### src/rtl/exu_muldiv_pkg.sv
// Shared definitions for the mul/div issue arbiter: width defaults, op one-hot
// bit positions, FSM encodings and the wrap-aware ROB age comparison.
package exu_muldiv_pkg;

  localparam int ROB_ID_WIDTH_DEF   = 8;
  localparam int PRF_DATA_WIDTH_DEF = 32;
  localparam int PRF_CODE_WIDTH_DEF = 7;
  localparam int EXCP_WIDTH_DEF     = 5;

  localparam int OP_MUL    = 0;
  localparam int OP_MULH   = 1;
  localparam int OP_MULHSU = 2;
  localparam int OP_MULHU  = 3;
  localparam int OP_DIV    = 4;
  localparam int OP_DIVU   = 5;
  localparam int OP_REM    = 6;
  localparam int OP_REMU   = 7;

  localparam logic [7:0] DIV_CLASS_MASK = 8'((1 << OP_DIV) | (1 << OP_DIVU) | (1 << OP_REM) | (1 << OP_REMU));
  localparam logic [7:0] QUOT_MASK      = 8'((1 << OP_DIV) | (1 << OP_DIVU));

  typedef enum logic [1:0] {
    ST_IDLE = 2'd0,
    ST_EXEC = 2'd1,
    ST_WB   = 2'd2
  } mdu_state_e;

  // a is older than b; bit w-1 is the wrap bit, the bits below it are the index.
  function automatic logic older(input logic [31:0] a, input logic [31:0] b, input int w);
    logic [31:0] mask;
    logic [4:0]  msb;
    msb  = 5'(w - 1);
    mask = (32'd1 << msb) - 32'd1;
    if (a[msb] != b[msb]) return (a & mask) >= (b & mask);
    else                  return (a & mask) < (b & mask);
  endfunction

  function automatic logic is_div_class(input logic [7:0] op);
    return |(op & DIV_CLASS_MASK);
  endfunction

  function automatic logic is_quot(input logic [7:0] op);
    return |(op & QUOT_MASK);
  endfunction

endpackage

### src/rtl/exu_rob_age_cmp.sv
// Flush boundary selection and kill decision for one ROB id.
module exu_rob_age_cmp
  import exu_muldiv_pkg::*;
#(
  parameter int ROB_ID_WIDTH = ROB_ID_WIDTH_DEF
) (
  input  logic                    i_trap,
  input  logic                    i_mis_flush,
  input  logic                    i_ls_flush,
  input  logic [ROB_ID_WIDTH-1:0] i_mis_rob_id,
  input  logic [ROB_ID_WIDTH-1:0] i_ls_rob_id,
  input  logic [ROB_ID_WIDTH-1:0] i_rob_id,
  output logic                    o_kill
);
  logic                    flush;
  logic [ROB_ID_WIDTH-1:0] boundary;

  always_comb begin
    flush = i_mis_flush | i_ls_flush;
    // With both flushes active the older boundary discards the wider range.
    if (i_mis_flush && i_ls_flush)
      boundary = older(32'(i_mis_rob_id), 32'(i_ls_rob_id), ROB_ID_WIDTH) ? i_mis_rob_id : i_ls_rob_id;
    else if (i_mis_flush)
      boundary = i_mis_rob_id;
    else
      boundary = i_ls_rob_id;
    o_kill = i_trap | (flush & older(32'(boundary), 32'(i_rob_id), ROB_ID_WIDTH));
  end
endmodule

### src/rtl/exu_muldiv_arb.sv
// Two-requester age-ordered arbiter in front of an iterative mul/div unit,
// holding one op from grant through writeback and honouring pipeline flushes.
module exu_muldiv_arb
  import exu_muldiv_pkg::*;
#(
  parameter int ROB_ID_WIDTH   = ROB_ID_WIDTH_DEF,
  parameter int PRF_DATA_WIDTH = PRF_DATA_WIDTH_DEF,
  parameter int PRF_CODE_WIDTH = PRF_CODE_WIDTH_DEF,
  parameter int EXCP_WIDTH     = EXCP_WIDTH_DEF
) (
  input  logic                      clk,
  input  logic                      rst,
  input  logic                      i_csr_trap_flush,
  input  logic                      i_exu_mis_flush,
  input  logic                      i_exu_ls_flush,
  input  logic [ROB_ID_WIDTH-1:0]   i_exu_mis_rob_id,
  input  logic [ROB_ID_WIDTH-1:0]   i_exu_ls_rob_id,
  input  logic                      i_req0_vld,
  output logic                      o_req0_rdy,
  input  logic [ROB_ID_WIDTH-1:0]   i_req0_rob_id,
  input  logic [7:0]                i_req0_op,
  input  logic [PRF_DATA_WIDTH-1:0] i_req0_src1,
  input  logic [PRF_DATA_WIDTH-1:0] i_req0_src2,
  input  logic                      i_req0_dst_vld,
  input  logic [PRF_CODE_WIDTH-1:0] i_req0_dst_code,
  input  logic                      i_req1_vld,
  output logic                      o_req1_rdy,
  input  logic [ROB_ID_WIDTH-1:0]   i_req1_rob_id,
  input  logic [7:0]                i_req1_op,
  input  logic [PRF_DATA_WIDTH-1:0] i_req1_src1,
  input  logic [PRF_DATA_WIDTH-1:0] i_req1_src2,
  input  logic                      i_req1_dst_vld,
  input  logic [PRF_CODE_WIDTH-1:0] i_req1_dst_code,
  output logic                      o_mdu_vld,
  output logic [7:0]                o_mdu_op,
  output logic [PRF_DATA_WIDTH-1:0] o_mdu_src1,
  output logic [PRF_DATA_WIDTH-1:0] o_mdu_src2,
  output logic                      o_mdu_kill,
  input  logic                      i_mdu_done,
  input  logic [PRF_DATA_WIDTH-1:0] i_mdu_dat,
  output logic                      o_wb_vld,
  input  logic                      i_wb_rdy,
  output logic [ROB_ID_WIDTH-1:0]   o_wb_rob_id,
  output logic                      o_wb_dst_vld,
  output logic [PRF_CODE_WIDTH-1:0] o_wb_dst_code,
  output logic [PRF_DATA_WIDTH-1:0] o_wb_dat,
  output logic [EXCP_WIDTH-1:0]     o_wb_excp,
  output mdu_state_e                o_dbg_state
);
  mdu_state_e                state_q, state_d;
  logic [ROB_ID_WIDTH-1:0]   rob_id_q, rob_id_d;
  logic [7:0]                op_q, op_d;
  logic [PRF_DATA_WIDTH-1:0] src1_q, src1_d, src2_q, src2_d, result_q, result_d;
  logic                      dst_vld_q, dst_vld_d;
  logic [PRF_CODE_WIDTH-1:0] dst_code_q, dst_code_d;

  logic                      kill0, kill1, kill_e;
  logic                      cand0, cand1, sel1, grant, win_zero;
  logic [7:0]                win_op;
  logic [PRF_DATA_WIDTH-1:0] win_src1, win_src2;
  logic                      ent_zero;
  logic [PRF_DATA_WIDTH-1:0] zero_res;

  exu_rob_age_cmp #(.ROB_ID_WIDTH(ROB_ID_WIDTH)) u_age_req0 (
    .i_trap(i_csr_trap_flush), .i_mis_flush(i_exu_mis_flush), .i_ls_flush(i_exu_ls_flush),
    .i_mis_rob_id(i_exu_mis_rob_id), .i_ls_rob_id(i_exu_ls_rob_id), .i_rob_id(i_req0_rob_id), .o_kill(kill0));
  exu_rob_age_cmp #(.ROB_ID_WIDTH(ROB_ID_WIDTH)) u_age_req1 (
    .i_trap(i_csr_trap_flush), .i_mis_flush(i_exu_mis_flush), .i_ls_flush(i_exu_ls_flush),
    .i_mis_rob_id(i_exu_mis_rob_id), .i_ls_rob_id(i_exu_ls_rob_id), .i_rob_id(i_req1_rob_id), .o_kill(kill1));
  exu_rob_age_cmp #(.ROB_ID_WIDTH(ROB_ID_WIDTH)) u_age_ent (
    .i_trap(i_csr_trap_flush), .i_mis_flush(i_exu_mis_flush), .i_ls_flush(i_exu_ls_flush),
    .i_mis_rob_id(i_exu_mis_rob_id), .i_ls_rob_id(i_exu_ls_rob_id), .i_rob_id(rob_id_q), .o_kill(kill_e));

  // Arbitration: only in IDLE, never during trap or reset; req0 wins ties.
  always_comb begin
    cand0    = (state_q == ST_IDLE) && !rst && !i_csr_trap_flush && i_req0_vld && !kill0;
    cand1    = (state_q == ST_IDLE) && !rst && !i_csr_trap_flush && i_req1_vld && !kill1;
    sel1     = cand1 && (!cand0 || older(32'(i_req1_rob_id), 32'(i_req0_rob_id), ROB_ID_WIDTH));
    grant    = cand0 || cand1;
    win_op   = sel1 ? i_req1_op   : i_req0_op;
    win_src1 = sel1 ? i_req1_src1 : i_req0_src1;
    win_src2 = sel1 ? i_req1_src2 : i_req0_src2;
    win_zero = is_div_class(win_op) && (win_src2 == '0);
  end

  always_ff @(posedge clk) begin
    if (rst) state_q <= ST_IDLE;
    else     state_q <= state_d;
  end

  always_comb begin
    state_d = state_q;
    case (state_q)
      ST_IDLE: if (grant) state_d = win_zero ? ST_WB : ST_EXEC;
      ST_EXEC: begin
        if (kill_e)          state_d = ST_IDLE;
        else if (i_mdu_done) state_d = ST_WB;
      end
      ST_WB:   if (i_wb_rdy || kill_e) state_d = ST_IDLE;
      default: state_d = ST_IDLE;
    endcase
  end

  // Divide-by-zero results are rebuilt from the latched operands at writeback.
  always_comb begin
    ent_zero      = is_div_class(op_q) && (src2_q == '0);
    zero_res      = is_quot(op_q) ? '1 : src1_q;
    o_req0_rdy    = grant && !sel1;
    o_req1_rdy    = sel1;
    o_mdu_vld     = grant && !win_zero;
    o_mdu_op      = o_mdu_vld ? win_op   : '0;
    o_mdu_src1    = o_mdu_vld ? win_src1 : '0;
    o_mdu_src2    = o_mdu_vld ? win_src2 : '0;
    o_mdu_kill    = (state_q == ST_EXEC) && kill_e && !rst;
    o_wb_vld      = (state_q == ST_WB);
    o_wb_rob_id   = o_wb_vld ? rob_id_q   : '0;
    o_wb_dst_vld  = o_wb_vld && dst_vld_q;
    o_wb_dst_code = o_wb_vld ? dst_code_q : '0;
    o_wb_dat      = '0;
    if (o_wb_vld) o_wb_dat = ent_zero ? zero_res : result_q;
    o_wb_excp     = '0;
    o_dbg_state   = state_q;
  end

  always_comb begin
    rob_id_d   = rob_id_q;
    op_d       = op_q;
    src1_d     = src1_q;
    src2_d     = src2_q;
    dst_vld_d  = dst_vld_q;
    dst_code_d = dst_code_q;
    result_d   = result_q;
    if (grant) begin
      rob_id_d   = sel1 ? i_req1_rob_id   : i_req0_rob_id;
      op_d       = win_op;
      src1_d     = win_src1;
      src2_d     = win_src2;
      dst_vld_d  = sel1 ? i_req1_dst_vld  : i_req0_dst_vld;
      dst_code_d = sel1 ? i_req1_dst_code : i_req0_dst_code;
      result_d   = '0;
    end else if ((state_q == ST_EXEC) && !kill_e && i_mdu_done) begin
      result_d = i_mdu_dat;
    end
  end

  always_ff @(posedge clk) begin
    if (rst) begin
      rob_id_q   <= '0;
      op_q       <= '0;
      src1_q     <= '0;
      src2_q     <= '0;
      dst_vld_q  <= 1'b0;
      dst_code_q <= '0;
      result_q   <= '0;
    end else begin
      rob_id_q   <= rob_id_d;
      op_q       <= op_d;
      src1_q     <= src1_d;
      src2_q     <= src2_d;
      dst_vld_q  <= dst_vld_d;
      dst_code_q <= dst_code_d;
      result_q   <= result_d;
    end
  end
endmodule
### config.mk
export PLATFORM = sky130hd
export DESIGN_NAME = exu_muldiv_arb
export DESIGN_NICKNAME = d
export VERILOG_FILES = /design/src/rtl/exu_muldiv_pkg.sv /design/src/rtl/exu_rob_age_cmp.sv /design/src/rtl/exu_muldiv_arb.sv
export SDC_FILE = /design/constraint.sdc
export NUM_CORES = 1
export LEC_CHECK = 0
export ABC_CLOCK_PERIOD_IN_PS = 5700
export BUFFER_PORTS_ARGS = -buffer_cell sky130_fd_sc_hd__buf_2
export CORE_MARGIN = 10
export CORE_UTILIZATION = 43
export CTS_CLUSTER_DIAMETER = 200
export CTS_CLUSTER_SIZE = 24
export DETAILED_ROUTE_END_ITERATION = 10
export GPL_TIMING_DRIVEN = 0
export PLACE_DENSITY = 0.78
export SYNTH_ARGS = -nofsm -noshare
export SYNTH_HDL_FRONTEND = slang
export SYNTH_SLANG_ARGS = --single-unit
### constraint.sdc
create_clock -name clk -period 5.7 [get_ports clk]
set_clock_uncertainty 0.15 [all_clocks]
set_input_delay 0.57 -clock clk [delete_from_list [all_inputs] [get_ports clk]]
set_output_delay 0.57 -clock clk [all_outputs]
set_load 0.02 [all_outputs]
Word-level counts from Yosys, hierarchy flattened
Index checks and enable logic that the tools add are counted.
{ "op_classes": {"n_addsub": 0, "mul": 0, "div": 0, "order_cmp": 10, "n_eq_ne": 10, "shift": 0, "muxes": 29, "bitwise_logic": 7, "n_reduce_logical": 36} }
{ "op_table": {"columns": ["operator", "n"], "rows": [
  ["$mux 32", 7],
  ["$logic_not 32->1", 2],
  ["$mux 8", 7],
  ["$ge 7x7->1", 5],
  ["$lt 7x7->1", 5],
  ["$logic_and 1x1->1", 17],
  ["$mux 7", 2],
  ["$mux 2", 5],
  ["$logic_not 1->1", 8],
  ["$reduce_or 4->1", 2],
  ["$mux 1", 7],
  ["$pmux 2 s3", 1],
  ["$ne 1x1->1", 5],
  ["$or 1x1->1", 4],
  ["$reduce_or 2->1", 2],
  ["$and 1x1->1", 3],
  ["$logic_or 1x1->1", 3],
  ["$ne 3x3->1 const B", 1],
  ["$reduce_and 3->1", 1],
  ["$eq 2x1->1 const B", 1],
  ["$eq 2x2->1 const B", 1],
  ["$logic_not 2->1", 1],
  ["$ne 2x1->1 const B", 1],
  ["$ne 2x2->1 const B", 1]
]} }
{ "word_totals": {"ff_bits": 122, "latch_bits": 0, "mem_bits_rw": 0, "romBits": 0, "n_memories": 0} }

Longest topological paths before layout
Gate-level depths: netlist of the first run.
{ "logic_depth": {"ltp_word": 20, "mapped_depth": 24} }

Modules after synthesis
A second synthesis of the first run with hierarchy kept.
{ "unflattened": {"hier_cells": 1116, "area_unflattened_um2": 8295.5} }
{ "by_module_without_submodules": {"columns": ["mod", "instances", "cells_per_inst", "area_per_inst_um2", "seq_area_each_um2"], "rows": [
  ["exu_muldiv_arb", 1, 891, 6595.1, 2362.3],
  ["exu_rob_age_cmp", 3, 75, 566.8, 0.0]
]} }

Worst setup path after synthesis of the first run
Ideal clock, no wire load.
{ "synth_path": {"path_type": "input -> output", "start": "input i_exu_mis_rob_id[0]", "end": "output o_mdu_op[0]", "arrival_ns": 5.076, "required_time_ns": 4.980, "slack_ns": -0.096, "cell_stages": 20, "path_buffers": 2, "cell_sequence": "inv_1 > ha_1 > nand2b_1 > a211o_1 > and2_1 > nor3_1 > a21oi_1 > o21ai_1 > mux2_2 > ha_1 > or4_1 > o22a_1 > or2_2 > o311ai_1 > a21oi_4 > a21boi_1 > buf_2 > mux2_4 > buf_4 > nor3_2"} }
{ "synth_between": {"elab_chain_len": 20, "word_cells_on_any_way": 35, "classes_between": "order compare (6); eq/ne (2); mux (10); bitwise (4); reduce/logical (13)"} }
{ "synth_rtl": {"columns": ["item", "line", "source"], "rows": [
  ["start: declaration", "exu_muldiv_arb.sv:16", "input logic [ROB_ID_WIDTH-1:0] i_exu_mis_rob_id,"],
  ["$lt 7x7->1 / $ge 7x7->1 (equally long branches)", "exu_muldiv_pkg.sv:35, exu_muldiv_pkg.sv:34", null],
  ["$mux 1", "exu_muldiv_pkg.sv:34", "if (a[msb] != b[msb]) return (a & mask) >= (b & mask);"],
  ["$mux 1", "exu_rob_age_cmp.sv:21", "if (i_mis_flush && i_ls_flush)"],
  ["$mux 8", "exu_rob_age_cmp.sv:22", "boundary = older(32'(i_mis_rob_id), 32'(i_ls_rob_id), ROB_ID_WIDTH) ? i_mis_rob_id : i_ls_rob_id;"],
  ["$mux 8 *", "exu_rob_age_cmp.sv:21", null],
  ["$lt 7x7->1 (tied with other cells)", "exu_muldiv_pkg.sv:35", "else return (a & mask) < (b & mask);"],
  ["$mux 1", "exu_muldiv_pkg.sv:34", null],
  ["$and 1x1->1", "exu_rob_age_cmp.sv:27", "o_kill = i_trap | (flush & older(32'(boundary), 32'(i_rob_id), ROB_ID_WIDTH));"],
  ["[4 not listed]", null, null],
  ["$logic_or 1x1->1", "exu_muldiv_arb.sv:78", "sel1 = cand1 && (!cand0 || older(32'(i_req1_rob_id), 32'(i_req0_rob_id), ROB_ID_WIDTH));"],
  ["$logic_and 1x1->1", "exu_muldiv_arb.sv:78", null],
  ["$mux 32 / $mux 8 (equally long branches)", "exu_muldiv_arb.sv:82, exu_muldiv_arb.sv:80", null],
  ["$logic_not 32->1 / $reduce_or 4->1 (equally long branches)", "exu_muldiv_arb.sv:83, exu_muldiv_pkg.sv:39", null],
  ["$logic_and 1x1->1", "exu_muldiv_arb.sv:83", "win_zero = is_div_class(win_op) && (win_src2 == '0);"],
  ["$logic_not 1->1", "exu_muldiv_arb.sv:110", "o_mdu_vld = grant && !win_zero;"],
  ["$logic_and 1x1->1", "exu_muldiv_arb.sv:110", null],
  ["$mux 8 *", "exu_muldiv_arb.sv:111", "o_mdu_op = o_mdu_vld ? win_op : '0;"],
  ["end: declaration", "exu_muldiv_arb.sv:35", "output logic [7:0] o_mdu_op,"]
]} }
Mark *: on every way between the ends. The rest lies on a longest branch, timed or not. The select of a mux whose other input is x is not followed.

Final worst setup path of the first run
{ "layout_path": {"start": "input i_exu_mis_rob_id[0]", "end": "output o_mdu_src1[13]"} }
{ "layout_between": {"elab_chain_len": 20, "word_cells_on_any_way": 36, "classes_between": "order compare (6); eq/ne (2); mux (11); bitwise (4); reduce/logical (13)"} }
{ "layout_rtl": {"columns": ["item", "line", "source"], "rows": [
  ["$lt 7x7->1 / $ge 7x7->1 (equally long branches)", "exu_muldiv_pkg.sv:35, exu_muldiv_pkg.sv:34", null],
  ["$mux 1", "exu_muldiv_pkg.sv:34", null],
  ["$mux 1", "exu_rob_age_cmp.sv:21", null],
  ["$mux 8", "exu_rob_age_cmp.sv:22", null],
  ["$mux 8 *", "exu_rob_age_cmp.sv:21", null],
  ["$lt 7x7->1 (tied with other cells)", "exu_muldiv_pkg.sv:35", null],
  ["$mux 1", "exu_muldiv_pkg.sv:34", null],
  ["$and 1x1->1", "exu_rob_age_cmp.sv:27", null],
  ["[4 not listed]", null, null],
  ["$logic_or 1x1->1", "exu_muldiv_arb.sv:78", null],
  ["$logic_and 1x1->1", "exu_muldiv_arb.sv:78", null],
  ["$mux 32 / $mux 8 (equally long branches)", "exu_muldiv_arb.sv:82, exu_muldiv_arb.sv:80", null],
  ["$logic_not 32->1 / $reduce_or 4->1 (equally long branches)", "exu_muldiv_arb.sv:83, exu_muldiv_pkg.sv:39", null],
  ["$logic_and 1x1->1", "exu_muldiv_arb.sv:83", null],
  ["$logic_not 1->1", "exu_muldiv_arb.sv:110", null],
  ["$logic_and 1x1->1", "exu_muldiv_arb.sv:110", null],
  ["$mux 32 *", "exu_muldiv_arb.sv:112", "o_mdu_src1 = o_mdu_vld ? win_src1 : '0;"],
  ["end: declaration", "exu_muldiv_arb.sv:36", "output logic [PRF_DATA_WIDTH-1:0] o_mdu_src1,"]
]} }
Marked as above.

==> flow_summary.toml, run 1 <==
[status]
status = "complete, but fails checks"
violations = "setup timing"

[cells_and_area]
nets = 1685
drive_gt1_share_pct = 43.8
final_area_um2 = 12200
area_growth_syn_to_layout_pct = 62.1
stdcell_count = 1659

[timing]
hold_viol = 0
worst_slack_ns = -0.116
period_share_pct = 102
rsz0062_at_grt = "true"
relSlewSlack_pct = 41.2
setup_violations = 42
post-route-min-period_ns = 5.82
drv_slew = 0
max_freq_mhz = 172
worst_pin_slew_ns = 0.873

[floorplan]
fp.dieH_um = 152
num_io_pins = 365
core_area_um2 = 17200
die_area_um2 = 23200
start_util_pct = 43.6
die_w_um = 152
rows = 48

[place]
portBuffers = 359
dpl.hpwl_um = 25100
placed_area_um2 = 9610
place_ws_ns = -0.722
place.gp.congestion = 0.949
dp.cells = 1555

[worst_setup_path]
worstPathArrival_ns = 5.10
critPathMaxFanout = 6
crit_required_ns = 4.98
critPathLaunchType = "primary input"
crit_type = "in -> out"
worstSetupEndpointType = "primary output"

[logic_synthesis]
synth_ff_type = "dfxtp_1"
synth-seq-cells = 118
yosysWarnings = 0
synth_seq_area_share_pct = 31.4
ys_types = 58
syn_inst = 967
synth_area_um2 = 7510
syn_area_per_cell_um2 = 7.77
async_flop_share_pct = 0
synth_edf_count = 0

[cts]
clkTransAtPathRegs_ns = 0.06
h-tree-depth = 4
cts_sinks = 118
clk_latency_ns = 0.42
cts_hold_buffers = 0
root_buffer = "clkbuf_16"
clk_path_buf_depth = 2
cts_buffers = 17
cts_tree = "yes"

[pwr]
intPower_mw = 2.07
p_leak_nw = 5.76
clockPowerShare_pct = 37.1
swShare_pct = 32.4
p_sw_uw = 991
comb_power_share_pct = 31.8
powerDensity_nw_per_um2 = 251
seqPwrFrac_pct = 31.1
ir_worst_vdd_mv = 0.200

[global_routing]
grt_use_total_pct = 26.5
grt-ovfl-total = 0
grt_pass1_wl_um = 49900
grt_start_max_net_pins = 17
grt_pass1_vias = 9234
antenna_found_initial = 4

[routing]
avgRoutedWirePerCell_um = 21.4
drc = 0
via_per_inst = 5.61
drt_wl_total_um = 35400
first_pass_iters = 6
drtAntennaViolNets = 0
vias = 9304
drt_iter0_drc = 663

[min_path]
worstHoldPathType = "in -> reg"

[run]
drv_cap = 0
## kinds of logic (layout without fill, tap and decap cells)
| kind of cell | Yosys count | after routing | share of synthesized area (%) |
|---|---|---|---|
| adder cells (fa/ha/maj) | 35 | 35 | 5.83 |
| flip-flops | 118 | 118 | 31.4 |
| AND/OR/NAND/NOR | 449 | 449 | 27.2 |
| AO/OA/AOI/OAI | 133 | 133 | 11.9 |
| XOR/XNOR | 3 | 3 | 0.350 |
| other | 1 | 9 | 0.0499 |
| buffers and inverters | 101 | 559 | 6.01 |
| multiplexers | 127 | 128 | 17.2 |
## worst paths after layout
check	from	end	slack, ns	cells past startpoint
min	i_mdu_dat[4]	result_q[4]	0.23	3
max reg2reg	o_dbg_state[1]	src1_q[30]	2.37	17
max	i_exu_mis_rob_id[0]	o_mdu_src1[13]	-0.12	24
min reg2reg	src1_q[7]	src1_q[7]	0.29	2
## power by group through the flow
stage	clock network [mW]	registers (mW)	logic [mW]
finish	1.13	0.952	0.971
global route	1.18	0.958	1.04
CTS	1.13	0.949	0.828
detailed placement	0	0.966	0.717
global placement	0	0.963	0.703
floorplan	0	0.956	0.453
## sequential cells by signal, summed over array words and instances (netlist names)
register     cells
dst_code_q       7
dst_vld_q        1
o_dbg_state      2
op_q             4
result_q        32
rob_id_q         8
src1_q          32
src2_q          32
## cells in the final DEF (no fill, tap or decap), types with 6 or more instances in the layout
master       n
buf_2      311
nor2_1     186
dfxtp_1    118
nand2_1    112
buf_4      104
mux2i_1     51
and2_1      47
mux2i_4     45
o21ai_0     41
a211oi_1    33
inv_1       32
nor4_1      32
clkbuf_1    29
ha_1        29
clkbuf_16   21
nor3_1      20
buf_6       18
o22ai_1     15
mux2i_2     14
buf_12      12
mux2_2      11
nor2_2      11
nor3_2       8
mux2_4       7
clkbuf_2     7
a21oi_1      6
## layout make-up
type | count | area (um2)
fillers | 1313 | 5060
repair buffers | 429 | 2720
clock inverters | 13 | 168
well taps | 225 | 282
multi-input cells | 753 | 5600
plain buffers | 65 | 460
inverters | 33 | 126
clock buffers | 19 | 453
diodes | 4 | 10.0
flip-flops and latches | 118 | 2360
## per-stage QoR
stage	hold slack (ns)	setup TNS (ns)	utilization, %	power [mW]
after floorplan	0.273	0	-	1.41
after global placement	0.281	-45.53	55.8	1.67
after detailed placement	0.285	-50.94	55.8	1.68
after CTS	0.222	-1.74	64.8	2.91
after global routing	0.237	-10.63	70.7	3.18
final	0.231	-2.75	70.7	3.06
## worst max-delay path, stage by stage
cell and delay, ns:
buf_6 0.10, inv_4 0.05, ha_4 0.18, nand2b_4 0.12, a211o_1 0.29, and2_4 0.16
nor3_4 0.13, a21oi_2 0.06, o21ai_4 0.30, mux2_4 0.35, ha_2 0.19, or4_4 0.52
o22a_4 0.23, or3_1 0.31, o211ai_1 0.14, a21oi_4 0.14, a21boi_4 0.21, buf_12 0.16
buf_12 0.13, buf_12 0.11, buf_12 0.14, mux2i_4 0.27, nor2_1 0.06, buf_4 0.16
## synth_stat cells (all sizes together) (10+ instances only)
| master | count | area, um2 |
|---|---|---|
| nor2 | 197 | 739 |
| dfxtp | 118 | 2360 |
| nand2 | 112 | 420 |
| mux2i | 110 | 1100 |
| and2 | 48 | 300 |
| o21ai | 46 | 230 |
| clkbuf | 38 | 143 |
| ha | 35 | 438 |
| a211oi | 34 | 260 |
| inv | 33 | 124 |
| nor4 | 32 | 200 |
| buf | 30 | 185 |
| nor3 | 30 | 185 |
| mux2 | 17 | 195 |
| o22ai | 15 | 93.8 |
| a21oi | 10 | 61.3 |
## layer usage
| layer | wire, um | vias to the layer above | track usage (%) |
|---|---|---|---|
| met4 | 1280 | 2 | 11.2 |
| met5 | 11 | - | 0 |
| met3 | 2830 | 106 | 6.60 |
| li1 | - | 4268 | - |
| met2 | 18100 | 533 | 46.7 |
| met1 | 13300 | 4395 | 29.8 |
## what timing repair did
item                                    4_1_cts  5_1_grt
resized for setup                           146      144
endpoints found under the setup margin       75       75
pin swaps                                    19       11
cloned                                        2        5
setup buffers                                28       35
Note: power is estimated with default switching activity, not from simulation.
==> run 2: changes to the inputs <==
Settings changed: PLACE_DENSITY 0.78 to 0.8.
==> run 2 against run 1 <==
Effect of this change: the run still ends with setup timing left; flip-flop and latch count did not move; core utilization decreased by 1.2 points; via count is 3.3% lower; setup slack lost 0.063 ns; critical path type unchanged; final cell count fell by 0.42%.
==> flow_summary.toml, run 2 (same netlist as run 1, synthesis figures left out) <==
[status]
status = "complete, but fails checks"
violations = "setup timing"

[cells_and_area]
drive_gt1_share_pct = 43.6
final_area_um2 = 12000
reg_top3 = "result_q (32), src1_q (32), src2_q (32)"
nets = 1680
area_growth_syn_to_layout_pct = 59.2
layout_common_cells = "327 x buf_2, 188 x nor2_1, 118 x dfxtp_1"
mostFrequentLayoutCell = "buf_2"
fillers = 1347

[cts]
cts_sinks = 118
cts_hold_buffers = 0
h-tree-depth = 4
clk_path_buf_depth = 2
cts_buffers = 17
root_buffer = "clkbuf_16"
clkTransAtPathRegs_ns = 0.06
clk_latency_ns = 0.42
cts_tree = "yes"

[floorplan]
core_area_um2 = 17200
start_util_pct = 43.6
fp.dieH_um = 152
rows = 48
num_io_pins = 365
die_w_um = 152
die_area_um2 = 23200

[worst_setup_path]
critPathLaunchType = "primary input"
critPathTopFamily = "simple AND/OR/NAND/NOR gates"
crit_path_start = "i_exu_mis_rob_id[0]"
slowest_stage = "or4_1"
crit_required_ns = 4.98
slowest_delay_ns = 0.50
worstPathArrival_ns = 5.16
path_common_cell = "buf_6"
crit_path_cell_trace = "buf_6 > inv_4 > ha_4 > nand2b_4 > a211o_1 > and2_4 > nor3_4 > a21oi_2 > o21ai_4 > mux2_4 > ha_4 > or4_1 > o22a_1 > or3_1 > o211ai_1 > a21oi_4 > a21boi_2 > buf_6 > mux2_4 > buf_6 > nor2_1 > buf_2"
rrSetupSlack_ns = 2.40
worstSetupEndpointType = "primary output"
crit_type = "in -> out"
timing.rr.end = "rob_id_q[3]"
critPathMaxFanout = 10
r2r-start = "o_dbg_state[1]"
r2r_cells = 11
critical_path_buf_inv_count = 5

[routing]
drt_wl_total_um = 33900
drtAntennaViolNets = 0
via_per_inst = 5.44
vias = 8993
avgRoutedWirePerCell_um = 20.5
first_pass_iters = 5
drt_iter0_drc = 611
drc = 0

[timing]
max_freq_mhz = 170
worst_slack_ns = -0.179
fin_tns_setup_ns = -7.70
worst_pin_slew_ns = 0.869
relSlewSlack_pct = 41.8
drv_slew = 0
rsz0062_at_grt = "true"
post-route-min-period_ns = 5.88
period_share_pct = 103
setup_violations = 73
hold_viol = 0

[pwr]
seqPwrFrac_pct = 31.2
p_leak_nw = 5.72
intPower_mw = 2.08
powerDensity_nw_per_um2 = 255
comb_power_share_pct = 30.8
report.power.total_mw = 3.05
clockPowerShare_pct = 38.0
swShare_pct = 31.7
ir_worst_vdd_mv = 0.204
p_sw_uw = 968

[min_path]
min_to = "src1_q[6]"
min_path_cells = 3
hp-start = "i_req1_src1[6]"
worstHoldPathType = "in -> reg"

[global_routing]
grt_use_total_pct = 26.8
grt_pass1_vias = 9178
grt-ovfl-total = 0
grt_start_max_net_pins = 17
antenna_found_initial = 2
grt_pass1_wl_um = 50100

[run]
drv_cap = 0

[place]
portBuffers = 359
place.gp.congestion = 0.976
placed_area_um2 = 9620
dpl.hpwl_um = 25400
run 2: power by group through the flow:
stage / sequential (mW) / combinational (mW) / clock [mW]
floorplan: 0.956 / 0.453 / 0
global placement: 0.963 / 0.707 / 0
detailed placement: 0.966 / 0.719 / 0
CTS: 0.949 / 0.841 / 1.16
global route: 0.960 / 1.01 / 1.21
finish: 0.953 / 0.940 / 1.16
run 2: tightest hold or removal path, stage by stage:
cell	delay [ns]
buf_2	0.08
mux2i_1	0.07
nand2_1	0.06
run 2: how the worst max path moves through the flow:
| stage | slack [ns] | depth (start not counted) | to |
|---|---|---|---|
| final | -0.18 | 22 | o_mdu_src1[14] |
| after global routing | -0.34 | 24 | o_mdu_src1[25] |
| after CTS | -0.1 | 24 | o_mdu_src1[19] |
| after detailed placement | -0.80 | 22 | o_mdu_op[6] |
| after global placement | -0.71 | 22 | o_mdu_op[6] |
| after floorplan | 0.04 | 20 | o_mdu_op[0] |
run 2: area by class of cell:
cell class,count,area [um2],area share [%]
timing repair buffer,426,2640,22.1
inverter,33,126,1.06
tap,225,282,2.35
multi-input combinational,752,5510,46.0
antenna,2,5.00,0.0418
clock buffer,19,443,3.70
clock inverter,13,193,1.61
buffer,64,409,3.42
sequential,118,2360,19.7
run 2: routing by layer:
metal	global-route usage, %	vias up	share of wire, %
li1	-	4245	-
met1	29.7	4214	38
met2	46.4	439	50
met3	7.54	95	7.6
met4	12.8	0	4.4
met5	0	-	0
run 2: timing repair:
action                     CTS  global route
gates resized for setup    166            92
gates cloned                 3             3
setup buffers               35            26
setup endpoints to repair   75            75
pin swaps                   20             8
run 2: through the flow:
stage	setup WS (ns)	hold WS, ns	instances	utilization (%)
floorplan	0.0372	0.273	971	-
global placement	-0.714	0.281	1555	55.8
detailed placement	-0.799	0.283	1555	55.8
CTS	-0.0954	0.213	1622	65.4
global route	-0.344	0.218	1652	69.4
finish	-0.179	0.228	1652	69.4
